[src/rtl/mult_div_pkg.sv]
// Shared constants and state encoding for the multicycle multiply/divide unit.
package mult_div_pkg;

  // Default operand width; Hi and Lo are each this wide.
  localparam int DATA_W_DEF = 32;

  // One Booth or restoring step per cycle, one step per operand bit.
  localparam int STEPS = DATA_W_DEF;

  // Step counter width; it is cleared at every accepted start.
  localparam int CNT_W = 6;

  typedef enum logic [1:0] {
    ST_IDLE = 2'd0,
    ST_MULT = 2'd1,
    ST_DIV  = 2'd2,
    ST_DONE = 2'd3
  } state_t;

endpackage

[src/rtl/div_restore_step.sv]
// One restoring-division step on unsigned magnitudes: shift the next dividend
// bit into the partial remainder, trial-subtract the divisor, keep the
// difference when it does not borrow, and shift the outcome into the quotient.
module div_restore_step
  import mult_div_pkg::*;
#(
  parameter int DATA_W = DATA_W_DEF
) (
  input  logic [DATA_W-1:0] rem,
  input  logic [DATA_W-1:0] quot,
  input  logic [DATA_W-1:0] divisor,
  output logic [DATA_W-1:0] rem_next,
  output logic [DATA_W-1:0] quot_next
);

  logic [DATA_W:0] shifted;
  logic [DATA_W:0] trial;
  logic            fits;

  // The partial remainder is always below the divisor magnitude (at most
  // 2^(DATA_W-1)), so one extra bit is enough for the shifted value and
  // the top bit of the trial difference is the borrow.
  assign shifted   = {rem, quot[DATA_W-1]};
  assign trial     = shifted - {1'b0, divisor};
  assign fits      = ~trial[DATA_W];
  assign rem_next  = fits ? trial[DATA_W-1:0] : shifted[DATA_W-1:0];
  assign quot_next = {quot[DATA_W-2:0], fits};

endmodule

[src/rtl/mult_div_unit.sv]
// Multicycle signed multiply / divide unit. Multiply is radix-2 Booth, divide
// is restoring division on magnitudes with sign fix-up; both take DATA_W
// single-bit steps. Results are registered into hi/lo on the final step and
// presented with a one-cycle done pulse.
module mult_div_unit
  import mult_div_pkg::*;
#(
  parameter int DATA_W = STEPS
) (
  input  logic              clk,
  input  logic              reset,
  input  logic              start_mult,
  input  logic              start_div,
  input  logic [DATA_W-1:0] a,
  input  logic [DATA_W-1:0] b,
  output logic              busy,
  output logic              done,
  output logic [DATA_W-1:0] hi,
  output logic [DATA_W-1:0] lo,
  output logic              div_zero
);

  localparam logic [CNT_W-1:0] LAST_STEP = CNT_W'(DATA_W - 1);

  // Magnitude of a two's-complement value; the most negative value maps to
  // its correct unsigned magnitude 2^(DATA_W-1).
  function automatic logic [DATA_W-1:0] mag(input logic signed [DATA_W-1:0] v);
    logic [DATA_W-1:0] u;
    u = v;
    return u[DATA_W-1] ? (~u + DATA_W'(1)) : u;
  endfunction

  // Re-apply a sign to an unsigned magnitude.
  function automatic logic [DATA_W-1:0] apply_sign(input logic [DATA_W-1:0] m,
                                                   input logic neg);
    return neg ? (~m + DATA_W'(1)) : m;
  endfunction

  state_t             state, state_nxt;
  logic [CNT_W-1:0]   cnt;
  logic               last_step;
  logic               b_zero;

  // Booth datapath: acc = {P_hi, P_lo, q-1}
  logic [2*DATA_W:0]        acc;
  logic [2*DATA_W:0]        acc_nxt;
  logic signed [DATA_W-1:0] mcand;
  logic signed [DATA_W:0]   p_hi_x;
  logic signed [DATA_W:0]   mcand_x;
  logic signed [DATA_W:0]   booth_sum;

  // Divide datapath
  logic [DATA_W-1:0] rem, quot, dvsr;
  logic [DATA_W-1:0] rem_nxt, quot_nxt;
  logic              q_neg, r_neg;

  assign last_step = (cnt == LAST_STEP);
  assign b_zero    = (b == '0);
  assign busy      = (state != ST_IDLE);
  assign done      = (state == ST_DONE);

  // State register.
  always_ff @(posedge clk or negedge reset) begin
    if (!reset) state <= ST_IDLE;
    else        state <= state_nxt;
  end

  // Next-state logic; multiply wins over divide, starts are ignored while busy.
  // A zero divisor still passes through DIV for one cycle so that done
  // appears one cycle after the start edge.
  always_comb begin
    state_nxt = state;
    case (state)
      ST_IDLE: begin
        if (start_mult)     state_nxt = ST_MULT;
        else if (start_div) state_nxt = ST_DIV;
      end
      ST_MULT: if (last_step) state_nxt = ST_DONE;
      ST_DIV:  if (div_zero || last_step) state_nxt = ST_DONE;
      ST_DONE: state_nxt = ST_IDLE;
      default: state_nxt = ST_IDLE;
    endcase
  end

  // Booth step. The add/subtract is done one bit wider than P_hi so that a
  // most-negative multiplicand cannot overflow; the extra bit becomes the
  // sign shifted in by the arithmetic right shift.
  assign p_hi_x  = {acc[2*DATA_W], acc[2*DATA_W:DATA_W+1]};
  assign mcand_x = {mcand[DATA_W-1], mcand};

  // Select add, subtract or pass-through from the Booth bit pair.
  always_comb begin
    booth_sum = p_hi_x;
    case (acc[1:0])
      2'b01:   booth_sum = p_hi_x + mcand_x;
      2'b10:   booth_sum = p_hi_x - mcand_x;
      default: booth_sum = p_hi_x;
    endcase
    acc_nxt = {booth_sum, acc[DATA_W:1]};
  end

  div_restore_step #(
    .DATA_W (DATA_W)
  ) u_step (
    .rem       (rem),
    .quot      (quot),
    .divisor   (dvsr),
    .rem_next  (rem_nxt),
    .quot_next (quot_nxt)
  );

  // Working registers: loaded at an accepted start, stepped while iterating.
  always_ff @(posedge clk) begin
    if (state == ST_IDLE && start_mult) begin
      acc   <= {{DATA_W{1'b0}}, b, 1'b0};
      mcand <= a;
    end else if (state == ST_MULT) begin
      acc   <= acc_nxt;
    end

    if (state == ST_IDLE && !start_mult && start_div && !b_zero) begin
      rem   <= '0;
      quot  <= mag(a);
      dvsr  <= mag(b);
      q_neg <= a[DATA_W-1] ^ b[DATA_W-1];
      r_neg <= a[DATA_W-1];
    end else if (state == ST_DIV) begin
      rem   <= rem_nxt;
      quot  <= quot_nxt;
    end
  end

  // Step counter, result registers and divide-by-zero flag.
  always_ff @(posedge clk or negedge reset) begin
    if (!reset) begin
      cnt      <= '0;
      hi       <= '0;
      lo       <= '0;
      div_zero <= 1'b0;
    end else begin
      if (state == ST_IDLE) begin
        if (start_mult || start_div) cnt <= '0;
        if (start_mult)     div_zero <= 1'b0;
        else if (start_div) div_zero <= b_zero;
      end else if (state == ST_MULT || state == ST_DIV) begin
        cnt <= cnt + CNT_W'(1);
      end

      if (state == ST_MULT && last_step) begin
        hi <= acc_nxt[2*DATA_W:DATA_W+1];
        lo <= acc_nxt[DATA_W:1];
      end else if (state == ST_DIV && last_step && !div_zero) begin
        hi <= apply_sign(rem_nxt, r_neg);
        lo <= apply_sign(quot_nxt, q_neg);
      end
    end
  end

endmodule

[config.mk]
export PLATFORM = sky130hd
export DESIGN_NAME = mult_div_unit
export DESIGN_NICKNAME = d
export VERILOG_FILES = /design/src/rtl/mult_div_pkg.sv /design/src/rtl/div_restore_step.sv /design/src/rtl/mult_div_unit.sv
export SDC_FILE = /design/constraint.sdc
export NUM_CORES = 1
export LEC_CHECK = 0
export ABC_AREA = 1
export BUFFER_PORTS_ARGS = -buffer_cell sky130_fd_sc_hd__buf_2
export CAP_MARGIN = 5
export CORE_ASPECT_RATIO = 0.7
export CORE_UTILIZATION = 36
export DETAILED_ROUTE_END_ITERATION = 6
export GPL_ROUTABILITY_DRIVEN = 1
export PLACE_DENSITY_LB_ADDON = 0.3
export SLEW_MARGIN = 10
export SYNTH_ARGS = -nofsm -noshare
export SYNTH_HDL_FRONTEND = slang
export SYNTH_SLANG_ARGS = --single-unit
[constraint.sdc]
create_clock -name clk -period 5.4 [get_ports clk]
set_input_delay 1.62 -clock clk [delete_from_list [all_inputs] [get_ports clk]]
set_output_delay 1.62 -clock clk [all_outputs]
set_load 0.01 [all_outputs]
Yosys cells after proc, flatten, opt, wreduce, memory -nomap -nowiden --
Index checks and enable logic that the tools add are counted.
Word-level totals: bits in registers 268, memory bits (writable) 0, logic and storage cells 86, memories 0, output and inout port bits 67, bits of input ports 68, bits in latches 0, memory bits (read-only) 0
Operators by class: $lt $le $gt $ge 0, multiplexer cells 24, shift-type cells 0, divide/modulo/power cells 0, reduce and logical (&&, ||, !) cells 24, $add $sub $neg 8, equality and inequality tests 10, multipliers 0, bitwise logic cells 6
Operators by type and width (count):
- 32-bit two-way mux | 10
- 32-bit by 1-bit adder with 32-bit output (second input constant) | 4
- 32-bit inverter | 4
- 33-bit two-way mux | 2
- 33-bit case mux with 2 select lines | 1
- 32-bit by 32-bit adder with 33-bit output | 1
- 32-bit by 32-bit subtractor with 33-bit output | 1
- 33-bit by 32-bit subtractor with 33-bit output | 1
- 32-bit zero test | 1
- 31-bit two-way mux | 1
- 6-bit two-way mux | 3
- 2-bit nonzero test | 6
- 2-bit two-way mux | 4
- 2-bit case mux with 4 select lines | 1
- 1-bit logical AND | 7
- 6-bit by 1-bit adder with 6-bit output (second input constant) | 1
- 2-bit equality test (second input constant) | 3
- 6-bit by 5-bit equality test with 1-bit output (second input constant) | 1
- 2-bit by 1-bit equality test with 1-bit output (second input constant) | 2
- 2-bit inequality test (second input constant) | 2
- 2-bit AND reduction | 2
- 1-bit zero test | 3
- 1-bit logical OR | 3
- 3-bit inequality test (second input constant) | 1
- other kinds (6) | 7

Logic depth before layout (Yosys ltp) --
Gate-level depths: netlist of the first run.
word-level depth 7, mapped depth 31, mapped depth without buffers 30

Hierarchy --
A second synthesis of the first run with hierarchy kept.
Unflattened totals: cells, all modules 2978, area total of the unflattened synthesis 20636.0 um2
Modules (own cells, without submodules):
- mult_div_unit | sequential area each 7031.7 um2, instances 1, area an instance 17224.0 um2, cells each 2263
- div_restore_step | sequential area each 0.0 um2, instances 1, area an instance 3412.0 um2, cells each 715

Least setup slack after synthesis of the first run --
Ideal clock, no wire load.
path type input -> register, start input port b[1], end register quot[0] (enable), data required time 4927 ps, buffers on the path 2, data arrival time 3720 ps, cell stages on the path 13, setup time 473 ps, setup slack 1206 ps, path through inv_1 ha_1 inv_1 nor4_1 inv_1 nor2_1 nand4_1 nor2_1 inv_1 nand2_1 clkbuf_1 nand2_1 clkbuf_1
Between the ends: word-level cells in the longest chain between the ends 4
RTL lines:
- start, declared | line mult_div_unit.sv:15 | input logic [DATA_W-1:0] b,
- 32-bit zero test | line mult_div_unit.sv:58 | assign b_zero = (b == '0);
- 1-bit zero test | line mult_div_unit.sv:121 | if (state == ST_IDLE && !start_mult && start_div && !b_zero) begin
- 1-bit logical AND | line mult_div_unit.sv:121
- 2-bit nonzero test (no source line)
- end signal, assigned | line mult_div_unit.sv:123 | quot <= mag(a);
- end signal, assigned | line mult_div_unit.sv:129 | quot <= quot_nxt;
- end, declared | line mult_div_unit.sv:53 | logic [DATA_W-1:0] rem, quot, dvsr;
No other way between the ends. A chain may end at the register's enable or synchronous reset.

Final worst setup path of the first run --
start register mcand[1], end register hi[30]
Between the ends: word-level cells in the longest chain between the ends 3, elaborated cells between the ends (all ways) 4, classes of those cells add/sub (2); mux (2)
RTL lines:
- start, declared | line mult_div_unit.sv:47 | logic signed [DATA_W-1:0] mcand;
- start signal, assigned | line mult_div_unit.sv:116 | mcand <= a;
- 32-bit by 32-bit subtractor with 33-bit output / 32-bit by 32-bit adder with 33-bit output (equally long branches) | line mult_div_unit.sv:96, mult_div_unit.sv:95
- 33-bit case mux with 2 select lines (*) | line mult_div_unit.sv:94 | case (acc[1:0])
- 32-bit two-way mux (*) | line mult_div_unit.sv:149 | if (state == ST_MULT && last_step) begin
- end signal, assigned | line mult_div_unit.sv:150 | hi <= acc_nxt[2*DATA_W:DATA_W+1];
- end signal, assigned | line mult_div_unit.sv:153 | hi <= apply_sign(rem_nxt, r_neg);
- end, declared | line mult_div_unit.sv:18 | output logic [DATA_W-1:0] hi,
Mark *: on every way between the ends. The rest lies on a longest branch, timed or not.

==> results by group, run 1 <==
Clock network
  – Clock Tree Root: clkbuf_16
  – Resized cells post-CTS: 0
  – CTS tree: done
  – Worst skew pair latency: 0.59 ns
  – Total CTS buffers: 30
  – Htree depth: 1
  – Cts hold-fix bufs: 0
  – Longest Clk Path Bufs: 3
  – Worst-path clk slew: 0.06 ns
  – Clock tree sinks: 268
  – Setup bufs post-CTS: 0

Detailed routing
  – Initial drt markers: 2122
  – Final ANT Viol Nets: 0
  – Wire per inst: 19.3 um
  – DR pass1 iterations: 6
  – Via count: 18698
  – DR vias/cell: 5.32
  – Remaining DRCs: 0
  – Routed wire length: 68000 um

Place
  – Placed cell count: 3458
  – GP Congestion: 0.962
  – Port Buffer Count: 134
  – DP Wirelength: 54100 um

STA
  – Final Hold Viols: 0
  – Worst rel slew slack: 25.9%
  – Final TNS setup: 0 ns
  – Final Setup Violations: 0
  – Setup Skew: 0.0294 ns
  – Final Max Slew Viols: 0
  – Unrepaired setup endpoints after global routing: no
  – Fin crit period: 4.80 ns
  – Final worst path period share: 88.8%
  – Measured slew at the worst slew-check pin: 1.11 ns
  – Max Freq: 209 MHz

Layout
  – Final #Nets: 2951
  – Final Non-Filler Cells: 3514
  – Share of layout cells above drive strength 1: 10.8%
  – Fill count: 5475
  – Area Overhead vs Synth: 12.1%

Synthesis
  – Count leader, synth: nand2_1
  – Syn Std Cell Area: 19200 um^2
  – Mapped Nets: 2844
  – Ranking of synthesized cells by area: edfxtp_1 20%, nand2_1 13%, dfrtp_1 9.5%, inv_1 7.1%, dfxtp_1 6.8%
  – Main synth FF type: edfxtp_1
  – Sequential area share after synthesis: 36.6%
  – Avg Cell Area, Syn: 7.11 um^2
  – Synth area leader: edfxtp_1
  – Unique cell type count in the Yosys netlist: 58
  – Cell count after synthesis: 2699
  – Yosys warns: 0
  – Fraction of registers with async set/reset: 27.2%
  – Yosys top cell area share: 20.3%
  – Post-synth EDFFs: 130
  – Post-synth top cells: 689 x nand2_1, 365 x inv_1, 265 x nor2_1
  – Yosys reg bits: 268

Setup path
  – WP data arrival: 5.29 ns
  – CP Capture Type: register
  – Setup Crit Path Kind: reg2reg
  – Crit-path max FO: 5
  – WP data required: 5.89 ns
  – Startpoint Class: register

GRT
  – Grt ovf: 0
  – Initial antenna violation count: 2
  – Number of global-route vias before repair: 17174
  – Total GRT Usage: 24.6%
  – Largest net degree at the start of global routing: 73
  – First-pass GRT wire length: 103000 um

Power
  – Combinational cell fraction of total power: 52.0%
  – Internal power: 0.00587 W
  – Clock Power Share: 18.2%
  – Switch Pwr: 0.00549 W
  – Max rail drop VDD: 0.000273 V
  – Pleak: 10.6 nW
  – Switch share: 48.4%
  – Seq pwr share: 29.8%
  – Pwr per Cell Area: 528 nW/um^2

Floorplanning
  – Area of the die: 54200 um^2
  – Core region area: 52500 um^2
  – # IOs: 135
  – Die Span Y: 195 um
  – Num rows: 70
  – Die width: 278 um
  – Initial Utilization: 36.6%

Worst hold path
  – Tightest Hold Check Type: reg2reg

Run
  – Max cap viols: 0

Run status
  – Outcome: finished, final reports clean
==> layout make-up <==
| cell class | count | area (um^2) | area share, % |
|---|---|---|---|
| tap | 684 | 856 | 3.98 |
| inverter | 375 | 1410 | 6.54 |
| clock buffer | 44 | 855 | 3.97 |
| clock inverter | 11 | 114 | 0.529 |
| timing repair buffer | 154 | 823 | 3.83 |
| multi-input combinational | 1977 | 10400 | 48.5 |
| sequential | 268 | 7030 | 32.7 |
| antenna | 1 | 2.50 | 0.0116 |
==> kinds of logic (layout without fill, tap and decap cells) <==
| family | Yosys count | count (layout) | synth area share, % |
|---|---|---|---|
| fa+ha+maj | 77 | 77 | 5.10 |
| buf+inv | 454 | 584 | 9.15 |
| other cells | 0 | 1 | 0 |
| flops | 268 | 268 | 36.6 |
| compound gates | 468 | 468 | 13.9 |
| xor+xnor | 129 | 129 | 5.89 |
| simple gates | 1303 | 1303 | 29.3 |
==> sequential cells by signal, indices dropped and copies added (netlist names), 2 cells and up <==
signal,cells
acc,65
cnt,6
dvsr,32
hi,32
lo,32
mcand,32
quot,32
rem,32
state,2
==> power groups by stage <==
stage,Sequential (W),Clock (W),Combinational [W]
2_1_floorplan,0.00319,0,0.00402
6_report,0.00339,0.00207,0.00591
3_3_place_gp,0.00339,0,0.00574
4_1_cts,0.00337,0.00209,0.00581
3_5_place_dp,0.00340,0,0.00578
5_1_grt,0.00344,0.00217,0.00652
==> critical path: stages, from the launching register on <==
cell and delay, ns:
edfxtp_1 0.37, inv_1 0.11, ha_1 0.19, nand2_1 0.07, nor2_1 0.13, nand2_1 0.11, nor2_1 0.13, nand2_1 0.10
nor2_1 0.18, nand3_1 0.11, nand2_1 0.10, o21ai_0 0.14, a21oi_1 0.32, inv_1 0.10, nor2_1 0.12, xor2_1 0.10
ha_1 0.42, nand2_1 0.13, nor2_1 0.15, inv_1 0.09, nor4_1 0.37, nand4_1 0.24, a21o_1 0.22, nand3_1 0.08
o21ai_0 0.21, o21ai_0 0.24, inv_1 0.07, a21oi_1 0.13
==> cells in the final DEF (no fill, tap or decap), drive strengths merged, types with 65 or more instances in the layout <==
cell type and count:
ha 75, inv 369, a21oi 149, dfrtp 73
nor2 276, o21ai 192, xor2 91, dfxtp 65
buf 154, nand3 165, edfxtp 130, nand2 740
==> worst paths after layout <==
kind / end / from / slack, ns / cells past startpoint
worst max register to register: hi[30]$_DFFE_PN0P_ / mcand[1]$_DFFE_PP_ / 0.60 / 27
max in group asynchronous: hi[5]$_DFFE_PN0P_ / reset / 3.44 / 2
worst max-delay path: hi[30]$_DFFE_PN0P_ / mcand[1]$_DFFE_PP_ / 0.60 / 27
min in group asynchronous: lo[13]$_DFFE_PN0P_ / reset / 1.05 / 1
worst min register to register: lo[19]$_DFFE_PN0P_ / lo[19]$_DFFE_PN0P_ / 0.48 / 2
worst min-delay path: lo[19]$_DFFE_PN0P_ / lo[19]$_DFFE_PN0P_ / 0.48 / 2
==> layer usage <==
| layer | global-route usage, % | vias up | part of all wire [%] |
|---|---|---|---|
| met5 | 0 | - | 0 |
| met4 | 5.48 | 0 | 2.4 |
| met3 | 4.36 | 89 | 8.2 |
| met2 | 35.6 | 691 | 41 |
| met1 | 37.5 | 8823 | 48 |
| li1 | - | 9095 | - |
==> metrics by stage <==
step           hold WS [ns]  utilization, %  instance area, um^2  setup slack, ns  total power [W]
3_5_place_dp          0.461            39.2                20500            0.645          0.00918
4_1_cts               0.478            41.0                21500            0.606           0.0113
6_report              0.477            41.0                21500            0.604           0.0114
2_1_floorplan         0.451               -                19200             1.21          0.00721
5_1_grt               0.490            41.0                21500           0.0498           0.0121
3_3_place_gp          0.459            39.2                20500            0.613          0.00913
Note: power is estimated with default switching activity, not from simulation.
==> run 2: changes to the inputs <==
- MAX_ROUTING_LAYER: not set -> met4
==> run 2 against run 1 <==
Effect of this change:
- register-to-register slack lost 0.16 ns
- non-clock buffer count shrank 1
- first-iteration DRC count shrank 7.4%
- clock power is essentially flat
- setup slack lost 0.16 ns
- largest cell class unchanged
- count of clock-buffer cells in the layout shrank 8
- core utilization is essentially flat
- critical path depth is the same
- maximum frequency shrank 3.3%
- via count shrank 0.11%
==> results by group, run 2 (synthesis gave the netlist of run 1 again) <==
Run status
  – Outcome: finished, final reports clean

Power
  – Pwr per Cell Area: 527 nW/um^2 (about the same)
  – Internal power: 0.00585 W (-0.27%)
  – Pleak: 10.6 nW (about the same)
  – Combinational cell fraction of total power: 52.0% (about the same)
  – Switch Pwr: 0.00549 W (about the same)
  – Switch share: 48.4% (+0.050 points)
  – Seq pwr share: 29.9% (about the same)
  – Max rail drop VDD: 0.000261 V (-4.3%)
  – Clock Power Share: 18.2% (about the same)
  – Total power: 0.0113 W (-0.18%)

Layout
  – Biggest register: acc
  – Area Overhead vs Synth: 12.0% (about the same)
  – Fill count: 5430 (-0.82%)
  – Share of layout cells above drive strength 1: 10.9% (+0.11 points)
  – Commonest non-fill, non-tap cell in the layout: nand2_1
  – Largest register FFs: 65 (unchanged)
  – Sequential Area: 7030 um^2 (unchanged)
  – Final #Nets: 2949 (-0.068%)
  – Area of the multi-input gates: 10400 um^2 (unchanged)
  – Design area: 21500 um^2 (about the same)
  – Most frequent cells in the layout: 685 x nand2_1, 363 x inv_1, 263 x nor2_1, 188 x o21ai_0, 162 x nand3_1

Floorplanning
  – Num rows: 70 (unchanged)
  – Die Span Y: 195 um (unchanged)
  – # IOs: 135 (unchanged)
  – Die width: 278 um (unchanged)
  – Initial Utilization: 36.6% (unchanged)
  – Area of the die: 54200 um^2 (unchanged)
  – Core region area: 52500 um^2 (unchanged)

Setup path
  – Crit path max-delay cell type: nor4_1
  – WP data arrival: 5.44 ns (+0.15 ns)
  – Setup Crit Path Kind: reg2reg
  – Delay of the slowest cell on the worst path: 0.43 ns (about the same)
  – Startpoint Class: register
  – CP Capture Type: register
  – WP data required: 5.88 ns (about the same)
  – Crit-path max FO: 5 (unchanged)

STA
  – Final Setup Violations: 0 (unchanged)
  – Unrepaired setup endpoints after global routing: no
  – Fin crit period: 4.96 ns (+0.162 ns)
  – Final TNS setup: 0 ns (unchanged)
  – Setup Skew: 0.0341 ns (+0.00475 ns)
  – Worst rel slew slack: 25.2% (-0.74 points)
  – Max Freq: 202 MHz (-3.3%)
  – Final Max Slew Viols: 0 (unchanged)
  – Measured slew at the worst slew-check pin: 1.12 ns (+0.0110 ns)
  – Final Hold Viols: 0 (unchanged)
  – Final worst path period share: 91.8% (+3.0 points)

Clock network
  – Cts hold-fix bufs: 0 (unchanged)
  – Clock Tree Root: clkbuf_16
  – Resized cells post-CTS: 0 (unchanged)
  – Clock tree sinks: 268 (unchanged)
  – Worst skew pair latency: 0.58 ns (about the same)
  – Longest Clk Path Bufs: 3 (unchanged)
  – CTS tree: done
  – Htree depth: 1 (unchanged)
  – Setup bufs post-CTS: 0 (unchanged)
  – Worst-path clk slew: 0.06 ns (about the same)
  – Total CTS buffers: 29 (-3.3%)

GRT
  – First-pass GRT wire length: 103000 um (+0.70%)
  – Initial antenna violation count: 2 (unchanged)
  – Number of global-route vias before repair: 17185 (+0.064%)
  – Grt ovf: 0 (unchanged)
  – Total GRT Usage: 25.4% (+0.80 points)
  – Largest net degree at the start of global routing: 65 (-11%)

Place
  – DP Wirelength: 54100 um (about the same)
  – GP Congestion: 0.967 (+0.56%)
  – Area after DPL: 20500 um^2 (about the same)
  – Port Buffer Count: 134 (unchanged)

Detailed routing
  – Via count: 18678 (-0.11%)
  – Wire per inst: 19.4 um (+0.33%)
  – Final ANT Viol Nets: 0 (unchanged)
  – Routed wire length: 68200 um (+0.27%)
  – DR vias/cell: 5.32 (about the same)
  – DR pass1 iterations: 6 (unchanged)
  – Initial drt markers: 1966 (-7.4%)
  – Remaining DRCs: 0 (unchanged)

Worst hold path
  – Tightest Hold Check Type: reg2reg

Run
  – Max cap viols: 0 (unchanged)
## run 2: cell types whose count changed in the layout (fill, tap and decap cells not counted)
cell        previous run  this run
clkbuf_1              10         4
clkinv_2               3         8
clkbuf_16             31        29
clkinvlp_4             3         1
inv_6                  0         2
buf_4                 21        20
bufinv_16              2         3
clkinv_1               8         9
## run 2: metal layers
layer  vias up  GRT usage (%)  share of wire, %
met1      8900           38.4                48
met3        58           3.49               8.2
met5         -              -                 0
li1       9063              -                 -
met4         0           3.66               1.5
met2       657           36.2                42
## run 2: layout make-up
class                           count  share of cell area [%]
Antenna cell                        1                  0.0116
Clock buffer                       36                    3.64
Sequential cell                   268                    32.7
Clock inverter                     18                   0.815
Tap cell                          684                    3.98
Inverter                          375                    6.55
Multi-Input combinational cell   1977                    48.5
Timing Repair Buffer              153                    3.79
## run 2: path summary, 6_finish.rpt
| path | startpoint | endpoint | slack (ns) | cells past startpoint |
|---|---|---|---|---|
| max | mcand[0]$_DFFE_PP_ | hi[30]$_DFFE_PN0P_ | 0.44 | 27 |
| min | lo[22]$_DFFE_PN0P_ | lo[22]$_DFFE_PN0P_ | 0.48 | 2 |
| max reg2reg | mcand[0]$_DFFE_PP_ | hi[30]$_DFFE_PN0P_ | 0.44 | 27 |
| min reg2reg | lo[22]$_DFFE_PN0P_ | lo[22]$_DFFE_PN0P_ | 0.48 | 2 |
| max in group asynchronous | reset | cnt[0]$_DFFE_PN0P_ | 3.42 | 2 |
| min in group asynchronous | reset | lo[16]$_DFFE_PN0P_ | 1.07 | 1 |
## run 2: per-stage QoR
| stage | instances | hold WS (ns) | utilization [%] | setup WS [ns] |
|---|---|---|---|---|
| after floorplan | 2699 | 0.451 | - | 1.21 |
| after global placement | 3457 | 0.460 | 39.1 | 0.353 |
| after detailed placement | 3457 | 0.460 | 39.1 | 0.284 |
| after CTS | 3511 | 0.478 | 41.0 | 0.522 |
| after global routing | 3511 | 0.499 | 41.0 | 0.0576 |
| final | 3512 | 0.478 | 41.0 | 0.442 |
## run 2: worst max-delay path: cells and delay by family (launching register included)
family	cells	cell delay, ns
and+or+nand+nor	14	2.16
AOI/OAI and AO/OA	6	1.24
adders and majority gates	2	0.59
DFF	1	0.42
buffers and inverters	4	0.36
xor gates and xnor gates	1	0.11
## run 2: power groups by stage
| stage | combinational, W | sequential [W] | clock [W] |
|---|---|---|---|
| CTS | 0.00582 | 0.00337 | 0.00208 |
| floorplan | 0.00402 | 0.00319 | 0 |
| finish | 0.00589 | 0.00339 | 0.00206 |
| global route | 0.00657 | 0.00343 | 0.00217 |
| global placement | 0.00577 | 0.00339 | 0 |
| detailed placement | 0.00579 | 0.00340 | 0 |
